### src/rtl/vga_fb_scanout.sv
// VGA timing generator with scaled framebuffer scan-out and 3-3-2 RGB output.
// Optional palette: define PALETTE_EN to replace the fixed FG/BG colours with 4 writable entries.
module vga_fb_scanout #(
  parameter int          H_ACTIVE    = 640,
  parameter int          H_FRONT     = 16,
  parameter int          H_SYNC      = 96,
  parameter int          H_BACK      = 48,
  parameter int          V_ACTIVE    = 400,
  parameter int          V_FRONT     = 12,
  parameter int          V_SYNC      = 2,
  parameter int          V_BACK      = 35,
  parameter logic        HS_POL      = 1'b0,
  parameter logic        VS_POL      = 1'b1,
  parameter int          SCALE_SHIFT = 1,
  parameter int          XW          = 9,
  parameter int          YW          = 8,
  parameter int          PIX_W       = 1,
  parameter logic [7:0]  FG          = 8'hFF,
  parameter logic [7:0]  BG          = 8'h25
) (
  input  logic             i_clk,
  input  logic             i_rst,
  input  logic [PIX_W-1:0] i_pix_in,
`ifdef PALETTE_EN
  input  logic             i_pal_we,
  input  logic [1:0]       i_pal_addr,
  input  logic [7:0]       i_pal_data,
`endif
  output logic             o_hs,
  output logic             o_vs,
  output logic [2:0]       o_r,
  output logic [2:0]       o_g,
  output logic [1:0]       o_b,
  output logic [XW-1:0]    o_x_a,
  output logic [YW-1:0]    o_y_a,
  output logic             o_frame_start,
  output logic             o_vblank
);

  localparam int H_TOTAL = H_FRONT + H_SYNC + H_BACK + H_ACTIVE;
  localparam int H_BLANK = H_TOTAL - H_ACTIVE;
  localparam int V_TOTAL = V_ACTIVE + V_FRONT + V_SYNC + V_BACK;
  localparam int HW      = $clog2(H_TOTAL);
  localparam int VW      = $clog2(V_TOTAL);

  logic [HW-1:0] r_h;
  logic [VW-1:0] r_v;
  logic [31:0]   w_h;
  logic [31:0]   w_v;
  logic [31:0]   w_xFull;
  logic [31:0]   w_yFull;
  logic          w_active;
  logic          w_vActive;
  logic          w_hs;
  logic          w_vs;
  logic          w_fs;
  logic [7:0]    w_colour;

  logic [XW-1:0] r_xa;
  logic [YW-1:0] r_ya;
  logic [1:0]    r_actD;
  logic [2:0]    r_hsD;
  logic [2:0]    r_vsD;
  logic [2:0]    r_vbD;
  logic [2:0]    r_fsD;
  logic [7:0]    r_rgb;

  assign w_h = 32'(r_h);
  assign w_v = 32'(r_v);

  always_ff @(posedge i_clk) begin
    if (i_rst) begin
      r_h <= '0;
      r_v <= '0;
    end else if (w_h == H_TOTAL - 1) begin
      r_h <= '0;
      r_v <= (w_v == V_TOTAL - 1) ? '0 : r_v + VW'(1);
    end else begin
      r_h <= r_h + HW'(1);
    end
  end

  assign w_vActive = (w_v < V_ACTIVE);
  assign w_active  = (w_h >= H_BLANK) && w_vActive;
  assign w_xFull   = (w_h - H_BLANK) >> SCALE_SHIFT;
  assign w_yFull   = w_v >> SCALE_SHIFT;
  assign w_hs      = ((w_h >= H_FRONT) && (w_h < H_FRONT + H_SYNC)) ? HS_POL : ~HS_POL;
  assign w_vs      = ((w_v >= V_ACTIVE + V_FRONT) && (w_v < V_ACTIVE + V_FRONT + V_SYNC))
                     ? VS_POL : ~VS_POL;
  assign w_fs      = (w_h == H_BLANK) && (w_v == 0);

`ifdef PALETTE_EN
  logic [7:0] r_pal [4];

  // A write to the entry being read lands at this edge, so the pixel still shows the old colour
  always_ff @(posedge i_clk) begin
    if (i_rst) begin
      r_pal[0] <= BG;
      r_pal[1] <= FG;
      r_pal[2] <= 8'h00;
      r_pal[3] <= 8'hFF;
    end else if (i_pal_we) begin
      r_pal[i_pal_addr] <= i_pal_data;
    end
  end

  assign w_colour = r_pal[i_pix_in[1:0]];
`else
  assign w_colour = i_pix_in[0] ? FG : BG;
`endif

  // Syncs and flags ride a 3-deep delay so they line up with the RAM-latency pixel path
  always_ff @(posedge i_clk) begin
    if (i_rst) begin
      r_xa   <= '0;
      r_ya   <= '0;
      r_actD <= '0;
      r_hsD  <= {3{~HS_POL}};
      r_vsD  <= {3{~VS_POL}};
      r_vbD  <= '0;
      r_fsD  <= '0;
      r_rgb  <= '0;
    end else begin
      r_xa   <= w_active ? XW'(w_xFull) : '0;
      r_ya   <= w_vActive ? YW'(w_yFull) : '0;
      r_actD <= {r_actD[0], w_active};
      r_hsD  <= {r_hsD[1:0], w_hs};
      r_vsD  <= {r_vsD[1:0], w_vs};
      r_vbD  <= {r_vbD[1:0], ~w_vActive};
      r_fsD  <= {r_fsD[1:0], w_fs};
      r_rgb  <= r_actD[1] ? w_colour : 8'h00;
    end
  end

  assign o_x_a         = r_xa;
  assign o_y_a         = r_ya;
  assign o_hs          = r_hsD[2];
  assign o_vs          = r_vsD[2];
  assign o_vblank      = r_vbD[2];
  assign o_frame_start = r_fsD[2];
  assign o_r           = r_rgb[7:5];
  assign o_g           = r_rgb[4:2];
  assign o_b           = r_rgb[1:0];

endmodule

### config.mk
export PLATFORM = sky130hd
export DESIGN_NAME = vga_fb_scanout
export DESIGN_NICKNAME = d
export VERILOG_FILES = /design/src/rtl/vga_fb_scanout.sv
export SDC_FILE = /design/constraint.sdc
export NUM_CORES = 1
export LEC_CHECK = 0
export CAP_MARGIN = 25
export CELL_PAD_IN_SITES_DETAIL_PLACEMENT = 2
export CELL_PAD_IN_SITES_GLOBAL_PLACEMENT = 2
export CORE_MARGIN = 2
export CORE_UTILIZATION = 35
export CTS_BUF_LIST = sky130_fd_sc_hd__clkbuf_4 sky130_fd_sc_hd__clkbuf_8 sky130_fd_sc_hd__clkbuf_16
export CTS_CLUSTER_SIZE = 30
export DETAILED_ROUTE_END_ITERATION = 6
export GPL_ROUTABILITY_DRIVEN = 0
export PLACE_DENSITY_LB_ADDON = 0.1
export SYNTH_ARGS = -nofsm -noshare
export SYNTH_HDL_FRONTEND = slang
export SYNTH_SLANG_ARGS = --single-unit
### constraint.sdc
create_clock -name i_clk -period 2.77 [get_ports i_clk]
set_clock_uncertainty 0.05 [all_clocks]
set_input_delay 0.554 -clock i_clk [delete_from_list [all_inputs] [get_ports i_clk]]
set_output_delay 0.554 -clock i_clk [all_outputs]
set_load 0.01 [all_outputs]
# Yosys cells after proc, flatten, opt, wreduce, memory -nomap -nowiden
# Index checks and enable logic that the tools add are counted.
# W data, S select, Z words.
dict set report op_classes {
  n_addsub 3
  order_cmp 6
  n_eq_ne 3
  muxes 4
  bitwise_logic 3
  reduce_logical 9
}
# cell n
set ops {}
lappend ops {{$logic_not A32 Y1} 1}
lappend ops {{$lt A9 B9 Y1 const B} 2}
lappend ops {{$add A10 B1 Y10 const B} 1}
lappend ops {{$eq A10 B10 Y1 const B} 1}
lappend ops {{$eq A10 B8 Y1 const B} 1}
lappend ops {{$ge A10 B5 Y1 const B} 1}
lappend ops {{$ge A10 B8 Y1 const B} 1}
lappend ops {{$lt A10 B7 Y1 const B} 1}
lappend ops {{$sub A10 B8 Y10 const B} 1}
lappend ops {{$add A9 B1 Y9 const B} 1}
lappend ops {{$eq A9 B9 Y1 const B} 1}
lappend ops {{$ge A9 B9 Y1 const B} 1}
lappend ops {{$mux W9} 1}
lappend ops {{$mux W8} 1}
lappend ops {{$reduce_or A2 Y1} 4}
lappend ops {{$logic_and A1 B1 Y1} 4}
lappend ops {{$not A1 Y1} 3}
lappend ops {{$mux W1} 2}
dict set report totals {
  ff_bits 58
  inputBits 3
  output_inout_bits 29
  wordCells 38
}

# Longest topological paths before layout
# Gate-level depths: netlist of the first run.
dict set report logic_depth {
  ltp_word 4
  mapped_depth 7
}

# Least setup slack after synthesis of the first run
# Ideal clock, no wire load.
dict set report synth_timing {
  path_type {flip-flop to flip-flop}
  from {register r_h[0]}
  to {register r_v[7]}
  arrival_ps 1575
  required_time_ps 2649
  setup_slack_ps 1074
  stages_incl_launch_ff 7
  n_path_buf 1
  synth_period_minus_slack_ps 1696
  path_cell_list {dfxtp_1 ha_1 and4_1 buf_4 nand3_4 or4_1 a21oi_1}
}
dict set report synth_via {
  elab_chain_cells 1
}
# item line_no
set synth_rtl {}
lappend synth_rtl {{from (decl)} 46} ;# logic [HW-1:0] r_h;
lappend synth_rtl {{from (signal assigned)} 79} ;# r_h <= r_h + HW'(1);
lappend synth_rtl {{$eq A10 B10 Y1} 75} ;# end else if (w_h == H_TOTAL - 1) begin
lappend synth_rtl {{to (signal assigned)} 77} ;# r_v <= (w_v == V_TOTAL - 1) ? '0 : r_v + VW'(1);
lappend synth_rtl {{to (decl)} 47} ;# logic [VW-1:0] r_v;
# Every way passes these cells.
# A chain may end at the register's enable or synchronous reset.

# Worst setup path in the final report of the first run
# Ends and elaborated chain as after synthesis.

==> metrics.txt, run 1 <==
worst min path class=reg -> reg; filler instances=604; Startpoint Class=flip-flop; RSZ-0062 raised after global routing=false; CP arrival=2.22 ns; number of setup buffers added after CTS=0; Skew-Pair Late Insertion Delay=0.31 ns; number of antenna cells inserted=0; pwr/cell area=512 nW/um^2; CP Max Fanout=7; Root Buffer=clkbuf_8; clock share of power=35.9%; deepest clock path buffer count=2; Data required, critical path=2.97 ns; Distinct cells, synth=31; crit path buf inv count=0; Fin Hold WS=roughly 0.37 ns; Net Sw Frac=23.1%; CTS tree=yes; synthesized cell area=1980 um^2; Crit. Startpoint=r_h[0]; Leak Pwr=0.922 nW; Comb pwr share=2.3%; die area=around 6300 um^2; Die Width=79.2 um; CTS Buf Count=5; Worst Reg-to-Reg Cells=5; crit share post-route=about three quarters; post-layout instance area=approximately 2400 um^2; vias in the first global route=1655; Hold Path End=r_hsD[2]; reg2reg end=r_v[7]; sw power=283 uW; Reg clk slew, reported paths=0.10 ns; Worst path max stage delay=between 0.5 and 0.6 ns; total power=~1.2 mW; first-pass GRT wire length=8420 um; pin count of the biggest net entering global routing=18; commonest non-fill, non-tap cell in the layout=dfxtp_1; Cell Rows=27; synthesized instance count=205; initial core utilization=36.1%; post-synth net total=214; CTS H-tree depth=2; worst vdd ir=0.000267 V; worst slew pin tran=0.551 ns; most frequent cells in the layout=52 x dfxtp_1, 31 x clkdlybuf4s50_1, 21 x nor2_1; Setup TNS Final=0 ns; FF-to-FF Start=r_h[0]; Initial DRC Count=64; flop-to-flop setup slack=0.74 ns; Area growth syn-to-layout=20.9%; Die Span Y=79.2 um; Worst Min Path Start=r_hsD[1]; GRT overflow=0; Buffers on Ports=31; Int Power=941 uW; drt first pass iters=4; routed vias/inst=5.00; CP cell instances=ha_1, and4_1, nand3_4, or4_1, a21oi_1; delay-heaviest family, CP=simple AND/OR/NAND/NOR gates; Period minus WS final=a little over 2 ns; hpwl dp=3530 um; FMAX=493 MHz; fin nets=approximately 240; DR DRC count=0; Ports=32; max-cap violation count=0; synthesis-stage register bit count=52; Setup CP Type=reg -> reg; post-cts resize count=0; Total GRT Usage=between 10% and 20%; count of final setup violators=0; Clock Sinks=52; sequential power share=61.8%; Util after Layout=43.7%; core area=5470 um^2; layout cells sized above 1=under 10%; post-synthesis sequential area ratio=52.7%; drt wl/cell=16.2 um; placed cell area=2300 um^2; DR vias=1511; Setup crit end kind=flip-flop; Slowest-stage cell, CP=or4_1; final WL=around 4900 um; hold path cells=1; Slew HR=63.2%; yosys warns=0; ANT nets after route=0; antenna violations before repair=0; Slew Viols, Final=0; status=finished, final reports clean; Mapped Avg Cell Area=9.64 um^2; Final Hold Fails=0; CTS hold repair buffers=0
[through the flow]
| step | setup slack, ns | cells |
|---|---|---|
| 5_1_grt | 0.576 | 302 |
| 3_3_place_gp | 0.756 | 294 |
| 4_1_cts | 0.713 | 302 |
| 3_5_place_dp | 0.686 | 294 |
| 2_1_floorplan | 1.07 | 205 |
| 6_report | 0.743 | 302 |
[synth_stat cells, drive strengths merged]
cell | number | share of area [%]
nor3b | 1 | 0.38
a21oi | 7 | 1.8
and3b | 1 | 0.44
o21ai | 4 | 1.0
xnor2 | 6 | 2.7
o31ai | 2 | 0.76
a31oi | 1 | 0.32
and3 | 8 | 2.5
nor2b | 8 | 2.5
nand2b | 1 | 0.32
ha | 6 | 3.8
and2 | 9 | 2.8
and4 | 3 | 1.3
nor4 | 4 | 1.3
nor3 | 1 | 0.25
inv | 9 | 1.7
nand2 | 8 | 1.5
nand3 | 10 | 3.2
clkbuf | 4 | 0.76
nand4b | 1 | 0.44
xor2 | 8 | 3.5
buf | 12 | 4.1
o21bai | 1 | 0.38
dfxtp | 52 | 53
or4 | 3 | 1.1
or3 | 6 | 1.9
or2 | 2 | 0.63
nor2 | 21 | 4.0
nand4 | 6 | 1.9
[logic make-up (layout without fill, tap and decap cells)]
logic type / Yosys count / in the layout / synth area share, %
flops: 52 / 52 / 52.7
compound gates: 15 / 15 / 4.24
buf+inv: 25 / 50 / 6.52
simple gates: 93 / 93 / 26.6
xor+xnor: 14 / 14 / 6.20
fa+ha+maj: 6 / 6 / 3.80
[worst reg2reg max path: cells and delay by family, from the launching register on]
family	cells	cell delay (ns)
flops	1	0.42
fa+ha+maj	1	0.25
compound gates	1	0.16
simple gates	3	1.08
[power by group through the flow]
stage,Sequential [mW],Clock (mW),Combinational [mW]
floorplan,0.770,0,0.0194
global placement,0.774,0,0.0265
detailed placement,0.774,0,0.0279
CTS,0.757,0.461,0.0286
global route,0.758,0.495,0.0323
finish,0.757,0.440,0.0276
[routing by layer]
metal	up-vias	global-route usage (%)	part of all wire (%)
met3	8	3.86	3.6
li1	726	-	-
met2	29	29.7	51
met4	0	7.24	1.9
met5	-	0	0
met1	748	21.2	44
[sequential cells by signal, indices dropped and copies added, names as in the netlist, 3 cells and up]
name,count
r_h,10
o_x_a,9
r_v,9
o_y_a,8
r_fsD,3
r_hsD,3
r_vbD,3
r_vsD,3
[how the worst max path moves through the flow]
stage,to,slack [ns],cells after the start
2_1_floorplan,r_v[7],1.07,6
3_3_place_gp,r_v[3],0.76,4
3_5_place_dp,r_v[2],0.69,4
4_1_cts,r_v[6],0.71,5
5_1_grt,r_v[0],0.58,5
6_report,r_v[7],0.74,5
[final cells by class]
| type | instances | area [um^2] | share of cell area, % |
|---|---|---|---|
| flip-flops and latches | 52 | 1040 | 43.6 |
| multi-input cells | 128 | 807 | 33.8 |
| repair buffers | 33 | 325 | 13.6 |
| well taps | 72 | 90.1 | 3.77 |
| clock buffers | 5 | 68.8 | 2.88 |
| inverters | 9 | 33.8 | 1.41 |
| clock inverters | 3 | 23.8 | 0.995 |
Power figures use the tool's default switching activity.
==> run 2, diff against run 1 <==
Settings changed: CORE_UTILIZATION 35 to 32.
Clock period 2.77 ns to 2.1 ns, I/O delays scaled along.
==> metrics.txt, run 2 (synthesis results as in run 1) <==
status=finished, final reports clean; Ports=32; filler instances=between 600 and 700; die area=between 6000 and 7000 um^2; final setup margin=0.183 ns; Clock Sinks=52; layout cells sized above 1=8.47%; placed cell area=2350 um^2; Startpoint Class=flip-flop; most frequent cells in the layout=52 x dfxtp_1, 31 x clkdlybuf4s50_1, 21 x nor2_1; Util after Layout=41.0%; worst vdd ir=around 0.00027 V; Buffers on Ports=31; Slew HR=73.3%; DR DRC count=0; count of final setup violators=0; worst min path class=reg -> reg; number of antenna cells inserted=0; antenna violations before repair=0; post-layout instance area=2440 um^2; Cells after DPL=between 300 and 400; FMAX=approximately 520 MHz; Root Buffer=clkbuf_8; Finished Layout Cells=311; pwr/cell area=663 nW/um^2; vias in the first global route=1617; Period minus WS final=about 1.9 ns; Cell Rows=28; hpwl dp=between 3000 and 4000 um; Initial DRC Count=30; Worst Reg-to-Reg Cells=5; fin nets=around 240; Skew-Pair Late Insertion Delay=0.30 ns; final WL=4900 um; CTS hold repair buffers=0; drt first pass iters=4; first-pass GRT wire length=8170 um; worst slew pin tran=0.399 ns; Fin Hold WS=~0.37 ns; pin count of the biggest net entering global routing=17; Setup crit end kind=flip-flop; Slew Viols, Final=0; Area growth syn-to-layout=23.4%; Final Hold Fails=0; CP arrival=2.10 ns; crit share post-route=between 90 and 100%; Die Span Y=82.6 um; DR vias=1489; commonest non-fill, non-tap cell in the layout=dfxtp_1; largest register by flop count=r_h; deepest clock path buffer count=2; DP Worst Slack=approximately 0.12 ns; Reg clk slew, reported paths=0.09 ns; Leak Pwr=0.958 nW; CP Max Fanout=7; RSZ-0062 raised after global routing=false; total power=1.62 mW; Total GRT Usage=16.0%; ANT nets after route=0; Setup TNS Final=0 ns; initial core utilization=33.2%; hold path cells=1; Data required, critical path=2.28 ns; CTS tree=yes; CTS Buf Count=5; GRT overflow=0; drt wl/cell=~16 um; core area=5960 um^2; Setup CP Type=reg -> reg; Die Width=82.6 um; max reg flops=10; max-cap violation count=0; routed vias/inst=4.79; CTS H-tree depth=2
## run 2: what timing repair did
action,CTS,global route
setup endpoints to repair,0,3
buffers inserted,0,0
endpoints found under the hold margin,0,0
gates resized for setup,0,1
## run 2: critical path, cell delays in order (launching register included)
cell     delay (ns)
dfxtp_1        0.41
ha_1           0.23
and4_2         0.34
nand4_1        0.25
or3_1          0.39
a21oi_1        0.17
## run 2: final timing paths
path / from / to / slack, ns
max: r_h[0] / r_v[6] / 0.18
min: r_hsD[0] / r_hsD[1] / 0.37
max reg2reg: r_h[0] / r_v[6] / 0.18
min reg2reg: r_hsD[0] / r_hsD[1] / 0.37
## run 2: routing by layer
metal,GRT usage (%),part of all wire (%),vias up
li1,-,-,738
met5,0,0,-
met4,4.43,1.0,0
met2,28.2,50,30
met1,19.5,45,716
met3,3.70,3.7,5
## run 2: area by class of cell
class / count / area [um^2] / area share [%]
sequential: 52 / 1040 / 42.7
clock inverter: 2 / 16.3 / 0.667
inverter: 9 / 33.8 / 1.38
clock buffer: 6 / 76.3 / 3.13
tap: 75 / 93.8 / 3.85
multi-input combinational: 128 / 808 / 33.1
timing repair buffer: 39 / 370 / 15.2
## run 2: power by group
group / leakage (nW) / internal (mW) / switching [mW]
clock: 0.0448 / 0.251 / 0.326
sequential: 0.419 / 0.990 / 0.00450
combinational: 0.494 / 0.0186 / 0.0287
total: 0.958 / 1.26 / 0.359
==> run 3, diff against run 2 <==
Settings changed: CORE_MARGIN 2 to 1.5.
==> metrics.txt, run 3 (synthesis results as in run 1) <==
Setup CP Type=reg -> reg; die area=between 6000 and 7000 um^2; max-cap violation count=0; core area=between 5000 and 6000 um^2; Die Span Y=81.6 um; status=finished, final reports clean; Skew-Pair Late Insertion Delay=approximately 0.3 ns; Buffers on Ports=31; hold path cells=1; worst vdd ir=0.000244 V; crit share post-route=91.8%; FMAX=approximately 520 MHz; Startpoint Class=flip-flop; register area=approximately 1000 um^2; deepest clock path buffer count=2; Worst path max stage delay=0.41 ns; fin nets=244; initial core utilization=around a third; Period minus WS final=around 1.9 ns; Worst Min Path Start=r_hsD[1]; Comb pwr share=under 10%; RSZ-0062 raised after global routing=false; CTS Buf Count=5; Cell Rows=28; pwr/cell area=roughly 660 nW/um^2; largest register by flop count=r_h; Initial DRC Count=54; count of final setup violators=0; final WL=4760 um; post-layout instance area=between 2000 and 2500 um^2; flop-to-flop setup slack=about 0.17 ns; Slew Viols, Final=0; crit path buf inv count=0; Reg clk slew, reported paths=0.09 ns; commonest non-fill, non-tap cell in the layout=dfxtp_1; Int Power=1.26 mW; placed cell area=2350 um^2; ANT nets after route=0; Net Sw Frac=22.1%; CP cell instances=ha_1, and4_1, nand4_1, or3_1, a21oi_1; Area growth syn-to-layout=23.4%; DR DRC count=0; post-cts resize count=0; layout cells sized above 1=under 10%; Data required, critical path=2.28 ns; number of setup buffers added after CTS=0; first-pass GRT wire length=8040 um; routed vias/inst=4.87; Hold Path End=r_hsD[2]; delay-heaviest family, CP=simple AND/OR/NAND/NOR gates; CTS tree=yes; antenna violations before repair=0; Slowest-stage cell, CP=dfxtp_1; Ports=32; clock share of power=35.6%; Crit. Startpoint=r_h[0]; multi-input logic area=807 um^2; vias in the first global route=1585; Worst Reg-to-Reg Cells=5; Die Width=81.6 um; most frequent cells in the layout=52 x dfxtp_1, 31 x clkdlybuf4s50_1, 21 x nor2_1; CTS hold repair buffers=0; filler instances=653; sequential power share=61.5%; Root Buffer=clkbuf_8; pin count of the biggest net entering global routing=17; Slew HR=74.5%; CTS H-tree depth=2; sw power=around 360 uW; GRT overflow=0; Leak Pwr=0.958 nW; worst min path class=reg -> reg; worst slew pin tran=0.378 ns; DR vias=1514; hpwl dp=roughly 3600 um; Total GRT Usage=~16%; Clock Sinks=52; number of antenna cells inserted=0; CP arrival=2.11 ns; Setup crit end kind=flip-flop; reg2reg end=r_v[8]; drt first pass iters=4; Final Hold Fails=0; drt wl/cell=15.3 um; FF-to-FF Start=r_h[0]; Setup TNS Final=0 ns; max reg flops=10; CP Max Fanout=7
[run 3: layer usage]
| metal | up-vias | wire (um) | track usage, % |
|---|---|---|---|
| met1 | 743 | 2150 | 20.3 |
| met4 | 0 | 40 | 5.25 |
| met2 | 30 | 2390 | 26.6 |
| met3 | 4 | 180 | 4.11 |
| li1 | 737 | - | - |
| met5 | - | 0 | 0 |
[run 3: layout make-up]
| type | count | area share, % |
|---|---|---|
| flip-flops and latches | 52 | 42.7 |
| multi-input cells | 128 | 33.1 |
| repair buffers | 39 | 15.2 |
| well taps | 75 | 3.85 |
| clock buffers | 6 | 3.13 |
| inverters | 9 | 1.39 |
| clock inverters | 2 | 0.667 |
[run 3: through the flow]
stage	setup WS (ns)	cells	hold WS [ns]	util [%]	total power, mW
6_report	0.173	311	0.373	40.9	1.62
5_1_grt	0.0370	311	0.396	40.9	1.70
4_1_cts	0.154	311	0.378	40.9	1.64
3_5_place_dp	0.183	303	0.355	39.4	1.07
3_3_place_gp	0.283	303	0.346	39.4	1.06
2_1_floorplan	0.404	205	0.339	-	1.04
[run 3: power by group through the flow]
stage | sequential [mW] | combinational [mW] | clock (mW)
after global routing | 0.996 | 0.0527 | 0.648
after global placement | 1.02 | 0.0441 | 0
after CTS | 0.995 | 0.0484 | 0.600
after floorplan | 1.02 | 0.0256 | 0
after detailed placement | 1.02 | 0.0480 | 0
final | 0.995 | 0.0461 | 0.576
[run 3: how the worst max path moves through the flow]
| stage | end | slack (ns) | cells after the start |
|---|---|---|---|
| 2_1_floorplan | r_v[7] | 0.40 | 6 |
| 3_3_place_gp | r_v[5] | 0.28 | 5 |
| 3_5_place_dp | r_v[8] | 0.18 | 5 |
| 4_1_cts | r_v[8] | 0.15 | 5 |
| 5_1_grt | r_v[6] | 0.04 | 5 |
| 6_report | r_v[8] | 0.17 | 5 |
[run 3: worst register-to-register path, delay by kind of cell (launching register included)]
| kind | cells | cell delay (ns) |
|---|---|---|
| AOI/OAI and AO/OA | 1 | 0.16 |
| adders and majority gates | 1 | 0.24 |
| DFF | 1 | 0.41 |
| and+or+nand+nor | 3 | 1.01 |
